### config.mk
export PLATFORM = sky130hd
export DESIGN_NAME = otter_fetch_queue
export DESIGN_NICKNAME = d
export VERILOG_FILES = /design/src/rtl/otter_fetch_queue.sv
export SDC_FILE = /design/constraint.sdc
export NUM_CORES = 1
export LEC_CHECK = 0
export CAP_MARGIN = 10
export CELL_PAD_IN_SITES_DETAIL_PLACEMENT = 1
export CELL_PAD_IN_SITES_GLOBAL_PLACEMENT = 2
export CORE_UTILIZATION = 30
export DETAILED_ROUTE_END_ITERATION = 16
export GPL_TIMING_DRIVEN = 1
export PLACE_DENSITY = 0.61
export SYNTH_ARGS = -nofsm -noshare
export SYNTH_HDL_FRONTEND = slang
export SYNTH_SLANG_ARGS = --single-unit
### constraint.sdc
create_clock -name CLK -period 4.45 [get_ports CLK]
set_input_delay 0.445 -clock CLK [delete_from_list [all_inputs] [get_ports CLK]]
set_output_delay 0.445 -clock CLK [all_outputs]
set_load 0.01 [all_outputs]
### src/rtl/otter_fetch_queue.sv
// Instruction-fetch front end: owns the fetch PC, issues 1-cycle-latency reads and
// buffers returned words with their PCs in a DEPTH-entry FIFO drained by decode.
module otter_fetch_queue #(
    parameter int              XLEN     = 32,
    parameter int              DEPTH    = 4,
    parameter int              ADDR_W   = 14,
    parameter logic [XLEN-1:0] RESET_PC = '0
) (
    input  logic                     CLK,
    input  logic                     RESET,
    input  logic                     REDIRECT,
    input  logic [XLEN-1:0]          REDIRECT_PC,
    output logic                     IMEM_RDEN,
    output logic [ADDR_W-1:0]        IMEM_ADDR,
    input  logic [XLEN-1:0]          IMEM_DOUT,
    output logic                     DE_VALID,
    input  logic                     DE_READY,
    output logic [XLEN-1:0]          DE_IR,
    output logic [XLEN-1:0]          DE_PC,
    output logic [XLEN-1:0]          DE_PC_INC,
    output logic [$clog2(DEPTH):0]   Q_COUNT
);
    localparam int PW = $clog2(DEPTH);
    localparam int CW = PW + 1;

    logic [XLEN-1:0] fetch_pc;
    logic [XLEN-1:0] inflight_pc;
    logic            inflight;
    logic [PW-1:0]   rd_ptr;
    logic [PW-1:0]   wr_ptr;
    logic [CW-1:0]   count;

    logic [XLEN-1:0] ir_mem [DEPTH];
    logic [XLEN-1:0] pc_mem [DEPTH];

    logic            pop;
    logic            wr;
    logic [CW:0]     credit;
    logic            issue_ok;
    logic [XLEN-1:0] redirect_al;

    assign redirect_al = REDIRECT_PC & ~(XLEN'(3));
    assign pop         = DE_VALID & DE_READY & ~REDIRECT;
    assign wr          = inflight & ~REDIRECT;

    // Slots already promised (held + in flight, minus the one leaving) must leave room
    // for the word this cycle's request will return next cycle.
    assign credit   = {1'b0, count} + (CW+1)'(inflight) - (CW+1)'(pop);
    assign issue_ok = credit < (CW+1)'(DEPTH);

    assign IMEM_RDEN = ~RESET & (REDIRECT | issue_ok);
    assign IMEM_ADDR = REDIRECT ? redirect_al[ADDR_W+1:2] : fetch_pc[ADDR_W+1:2];

    assign DE_VALID  = (count != '0);
    assign DE_IR     = ir_mem[rd_ptr];
    assign DE_PC     = pc_mem[rd_ptr];
    assign DE_PC_INC = DE_PC + XLEN'(4);
    assign Q_COUNT   = count;

    always_ff @(posedge CLK) begin
        if (RESET) begin
            fetch_pc <= RESET_PC;
            inflight <= 1'b0;
            rd_ptr   <= '0;
            wr_ptr   <= '0;
            count    <= '0;
        end else if (REDIRECT) begin
            // Flush everything; the redirect target is issued this very cycle.
            inflight    <= 1'b1;
            inflight_pc <= redirect_al;
            fetch_pc    <= redirect_al + XLEN'(4);
            rd_ptr      <= '0;
            wr_ptr      <= '0;
            count       <= '0;
        end else begin
            if (issue_ok) begin
                inflight    <= 1'b1;
                inflight_pc <= fetch_pc;
                fetch_pc    <= fetch_pc + XLEN'(4);
            end else begin
                inflight <= 1'b0;
            end
            if (wr)
                wr_ptr <= wr_ptr + PW'(1);
            if (pop)
                rd_ptr <= rd_ptr + PW'(1);
            count <= count + CW'(wr) - CW'(pop);
        end
    end

    always_ff @(posedge CLK) begin
        if (wr) begin
            ir_mem[wr_ptr] <= IMEM_DOUT;
            pc_mem[wr_ptr] <= inflight_pc;
        end
    end

    always_ff @(posedge CLK) begin
        if (!RESET)
            assert (count <= CW'(DEPTH));
    end

endmodule

---- Yosys cells after proc, flatten, opt, wreduce, memory -nomap -nowiden ----
Memories as Yosys holds them, arrays and structs flattened. A register that Yosys moved wholly into a read port is not among the register bits.
Cells that the tools add are included.
storage, ports and cells
  memories kept ........................... 2
  bits of input ports ..................... 68
  RAM bits ................................ 256
  flip-flop bits (word level) ............. 72
cells by class
  $lt $le $gt $ge ......................... 1
  reduce and logical (&&, ||, !) cells .... 4
  bitwise operators ....................... 7
  add/sub/neg operators ................... 9
  mux-type cells .......................... 13
memory list
  name    depth  width  read ports  clocked after memory_dff  write ports  line  source
  ir_mem  4      32     1           1                         1            33    logic [XLEN-1:0] ir_mem [DEPTH];
  pc_mem  4      32     1           1                         1            34    logic [XLEN-1:0] pc_mem [DEPTH];
operators by type and width
  operator                                                                      number
  32-bit two-way mux                                                            4
  32-bit by 3-bit adder with 32-bit output, second input constant               3
  14-bit two-way mux                                                            1
  2-bit two-way mux                                                             4
  2-bit by 1-bit adder with 2-bit output, second input constant                 2
  3-bit by 1-bit adder with 4-bit output                                        1
  1-bit AND                                                                     4
  4-bit by 3-bit less-than comparator with 1-bit output, second input constant  1
  1-bit two-way mux                                                             4
  4-bit by 1-bit subtractor with 4-bit output                                   1
  3-bit by 1-bit adder with 3-bit output                                        1
  3-bit nonzero test                                                            1
  3-bit by 1-bit subtractor with 3-bit output                                   1
  1-bit inverter                                                                2
  2-bit AND reduction                                                           1
  2-bit nonzero test                                                            1
  2-bit OR reduction                                                            1
  1-bit OR                                                                      1

---- Longest topological paths before layout ----
  depth in word-level cells ............... 7
  mapped depth ............................ 16
  gate-level depth less buffers ........... 12

---- Worst setup path before layout ----
Ideal clock, no wire load.
  kind .................................... input port to output port
  start point ............................. in REDIRECT
  end point ............................... out IMEM_RDEN
  setup slack ............................. 545 ps
  stages .................................. 15
  required time ........................... 4005 ps
  data arrival time ....................... 3460 ps
  cells stage by stage .................... buf_6 > buf_2 > buf_2 > inv_1 > clkbuf_1 > and3_1 > ha_1 > inv_1 > ha_1 > and3b_1 > nor4_1 > a31oi_1 > nand2_1 > nand2_1 > inv_1
on the way
  word-level cells in the longest chain between the ends .. 6
ends and longest elaborated chain
  what                                                   line  source
  start: declaration                                     11    input logic REDIRECT,
  1-bit inverter                                         43    assign pop = DE_VALID & DE_READY & ~REDIRECT;
  1-bit AND                                              43
  net pop                                                36    logic pop;
  4-bit by 1-bit subtractor with 4-bit output            48    assign credit = {1'b0, count} + (CW+1)'(inflight) - (CW+1)'(pop);
  4-bit by 3-bit less-than comparator with 1-bit output  49    assign issue_ok = credit < (CW+1)'(DEPTH);
  1-bit OR                                               51    assign IMEM_RDEN = ~RESET & (REDIRECT | issue_ok);
  1-bit AND                                              51
  end: declaration                                       13    output logic IMEM_RDEN,
The timed path passes the listed nets, and every way through them passes these cells.

---- Worst setup path in the final report ----
  start point ............................. reg count[1] (netlist: Q_COUNT[1])
  end point ............................... out IMEM_RDEN
on the way
  word-level cells in the longest chain between the ends .. 7
  elaborated cells between the ends (all ways) .. 8
ends and longest elaborated chain
  what                                                   line  source
  start: declaration                                     31    logic [CW-1:0] count;
  start signal: assignment                               87    count <= count + CW'(wr) - CW'(pop);
  3-bit nonzero test                                     54    assign DE_VALID = (count != '0);
  1-bit AND (2 in a row)                                 43
  net pop                                                36
  4-bit by 1-bit subtractor with 4-bit output            48
  4-bit by 3-bit less-than comparator with 1-bit output  49
  1-bit OR                                               51
  1-bit AND                                              51
The timed path passes the listed nets, and every way through them passes these cells.

==> metrics.cfg <==
[logic_synthesis]
synthMuxAreaShare = 0.131
synth_compound_area_frac = 0.0292
syn_inst = 768
synthDistinctLibCells = 67
synth-edff-count = 278
synth_adder_area_share = 0.0119
yosysWarnings = 0
synth-simple-area-share = 0.0793
ys_seq_elements = 318
ys_seq_area_frac = 0.690
syn_area_sq_um = 13300
ys.flop_type = edfxtp_1
syn_area_per_cell_sq_um = 17.3
synth_top_family_by_area = multiplexers
synthArstFlopShare = 0
synth_xor_area_frac = 0.0343

[hold_path]
worstHoldStart = REDIRECT
hold_class = input port to flop
min_path_cells = 4
hold-path-endpoint = Q_COUNT[0]

[placed_design]
hpwlAfterDp_microns = 21200
place_area_sq_um = 15700
place_inst = 1512
gp_congestion = 0.719
port_buffers = 176
pre_cts_ws_ps = 656

[power_and_ir_drop]
power_leakage_nw = 5.57
powerDensity_nw_per_um2 = 406
peakVddDrop_uv = 262

[timing]
fin_skew_ps = 25.3
finalHoldViolations = 0
worstMarginPinSlew_ps = 1060
finalSetupViolCount = 0
fmax_mhz = 242
maxSlewViolCount = 0
post-route-period-util = 0.929
tns_ps = 0
layout_setup_ws_ps = 314
rsz0062_at_grt = false
maxSlewHeadroom = 0.294
fin_crit_ps = 4140
whs_ps = 419

[worst_setup_path]
worst_path_largest_cell_delay_ps = 540
cp.required_ps = 4010
r2r-start = Q_COUNT[1]
r2r_cells = 11
path_cells = or3_1 -> and3_1 -> ha_1 -> inv_1 -> ha_1 -> and3b_1 -> nor4_1 -> a31oi_1 -> nand2_1 -> nand2_1 -> inv_1 -> clkdlybuf4s50_1
crit_arrival_ps = 3690
rr_endpoint = fetch_pc[18]
end_kind = primary output
critPathSlowestCell = clkdlybuf4s50_1
reg2reg_slack_ps = 1090
start_kind = flop
crit_fanout = 4
critical_path_class = flop to primary output

[clocking]
post_cts_buffers = 0
clockBufferDepth = 3
cts_tree = yes
numCtsBuffers = 37
insertion_delay_ps = 540
cts_resized = 0
htreeDepth = 2
root_buffer = clkbuf_16
ctsHoldBuffers = 0
path_clk_slew_ps = 60
clkSinkCount = 318

[cells_and_area]
final-seq-area_sq_um = 9150
area_growth_syn_to_layout_pct = 27.0
drive_above_1_share = 0.187
instances_no_fill = 1579
diodes = 0
final_nets = 1046
final_design_area_no_fill_sq_um = 16800
layout_common_cells = 278 x edfxtp_1, 175 x clkdlybuf4s50_1, 62 x mux4_2
fill_cells = 4373
final_common_cell = edfxtp_1
multi_input_area_sq_um = 3840

[global_route]
grt_pass1_vias = 7771
grt_pass1_wl_microns = 48700
grt_remaining_overflow = 0
grt_max_degree = 63
track_usage = 0.146
antenna_found_initial = 1

[run]
maxCapViolations = 0

[floorplanning]
die_height_microns = 212
dieArea_sq_um = 45000
die_width_microns = 212
rows = 76
ios = 183
core_area_sq_um = 43400
start_util = 0.306

[outcome]
status = finished clean

[drt]
avgViaCountPerCell = 4.61
drtIter0Drc = 285
antenna_left = 0
first_pass_iters = 6
wl_per_cell_microns = 20.6
wirelength_microns = 32500
vias = 7286
drc_errors = 0

report_power, final:
group / internal, W / leakage (nW) / switching (W) / total [W]
clock network: 0.00165 / 0.561 / 0.00119 / 0.00284
registers: 0.00337 / 2.89 / 0.0000611 / 0.00343
logic: 0.000280 / 2.12 / 0.000284 / 0.000564
total: 0.00530 / 5.57 / 0.00153 / 0.00683
sequential cells by signal (all words and copies together) (netlist names), named ones only:
signal and cells:
pc_mem 120, Q_COUNT 3, fetch_pc 30, ir_mem 128
wr_ptr 2, inflight_pc 30, inflight 1, rd_ptr 2
worst max path at each step:
stage	startpoint	end
after CTS	Q_COUNT[1]	IMEM_RDEN
after global placement	DE_READY	IMEM_RDEN
after detailed placement	DE_READY	IMEM_RDEN
after global routing	Q_COUNT[1]	IMEM_RDEN
after floorplan	REDIRECT	IMEM_RDEN
final	Q_COUNT[1]	IMEM_RDEN
layout make-up:
class | count | area share
inverters | 22 | 0.00491
clock buffers | 47 | 0.0591
clock inverters | 20 | 0.00862
flip-flops and latches | 318 | 0.544
repair buffers | 193 | 0.112
multi-input cells | 394 | 0.228
well taps | 585 | 0.0435
cells in the mapped netlist (13+ instances only):
library cell,n,area (sq um)
edfxtp_1,278,8350
mux4_2,62,1400
nand2_1,42,158
dfxtp_1,40,801
xnor2_1,32,280
nand3_1,30,150
nor2_1,25,93.8
mux2_2,24,270
inv_1,21,78.8
xor2_1,20,175
a21oi_1,17,85.1
and3_1,14,87.6
nand4_1,14,87.6
buf_2,13,65.1
metal layers:
metal / part of all wire / up-vias / routed length, microns / track usage
met5: 0.00040 / - / 13 / 0
li1: - / 3404 / - / -
met2: 0.46 / 157 / 15100 / 0.232
met1: 0.47 / 3683 / 15300 / 0.199
met4: 0.017 / 2 / 560 / 0.0447
met3: 0.046 / 40 / 1510 / 0.0301
critical path, delay by kind of cell, from the launching register on:
kind / cells / cell delay (ps)
AND/OR/NAND/NOR: 6 / 1520
adder cells (fa/ha/maj): 2 / 410
buffers and inverters: 3 / 710
flip-flops: 1 / 330
AO/OA/AOI/OAI: 1 / 170
kinds of logic after synthesis:
group,Yosys count
multiplexers,93
AND/OR/NAND/NOR,180
AO/OA/AOI/OAI,53
flip-flops,318
buffers and inverters,59
XOR/XNOR,52
other,1
adder cells (fa/ha/maj),12
stage by stage:
step	power [W]	utilization
after floorplan	0.00374	-
after global placement	0.00406	0.362
after detailed placement	0.00407	0.362
after CTS	0.00695	0.388
after global routing	0.00709	0.388
final	0.00683	0.388
No activity file was read; power rests on OpenSTA's default activity.
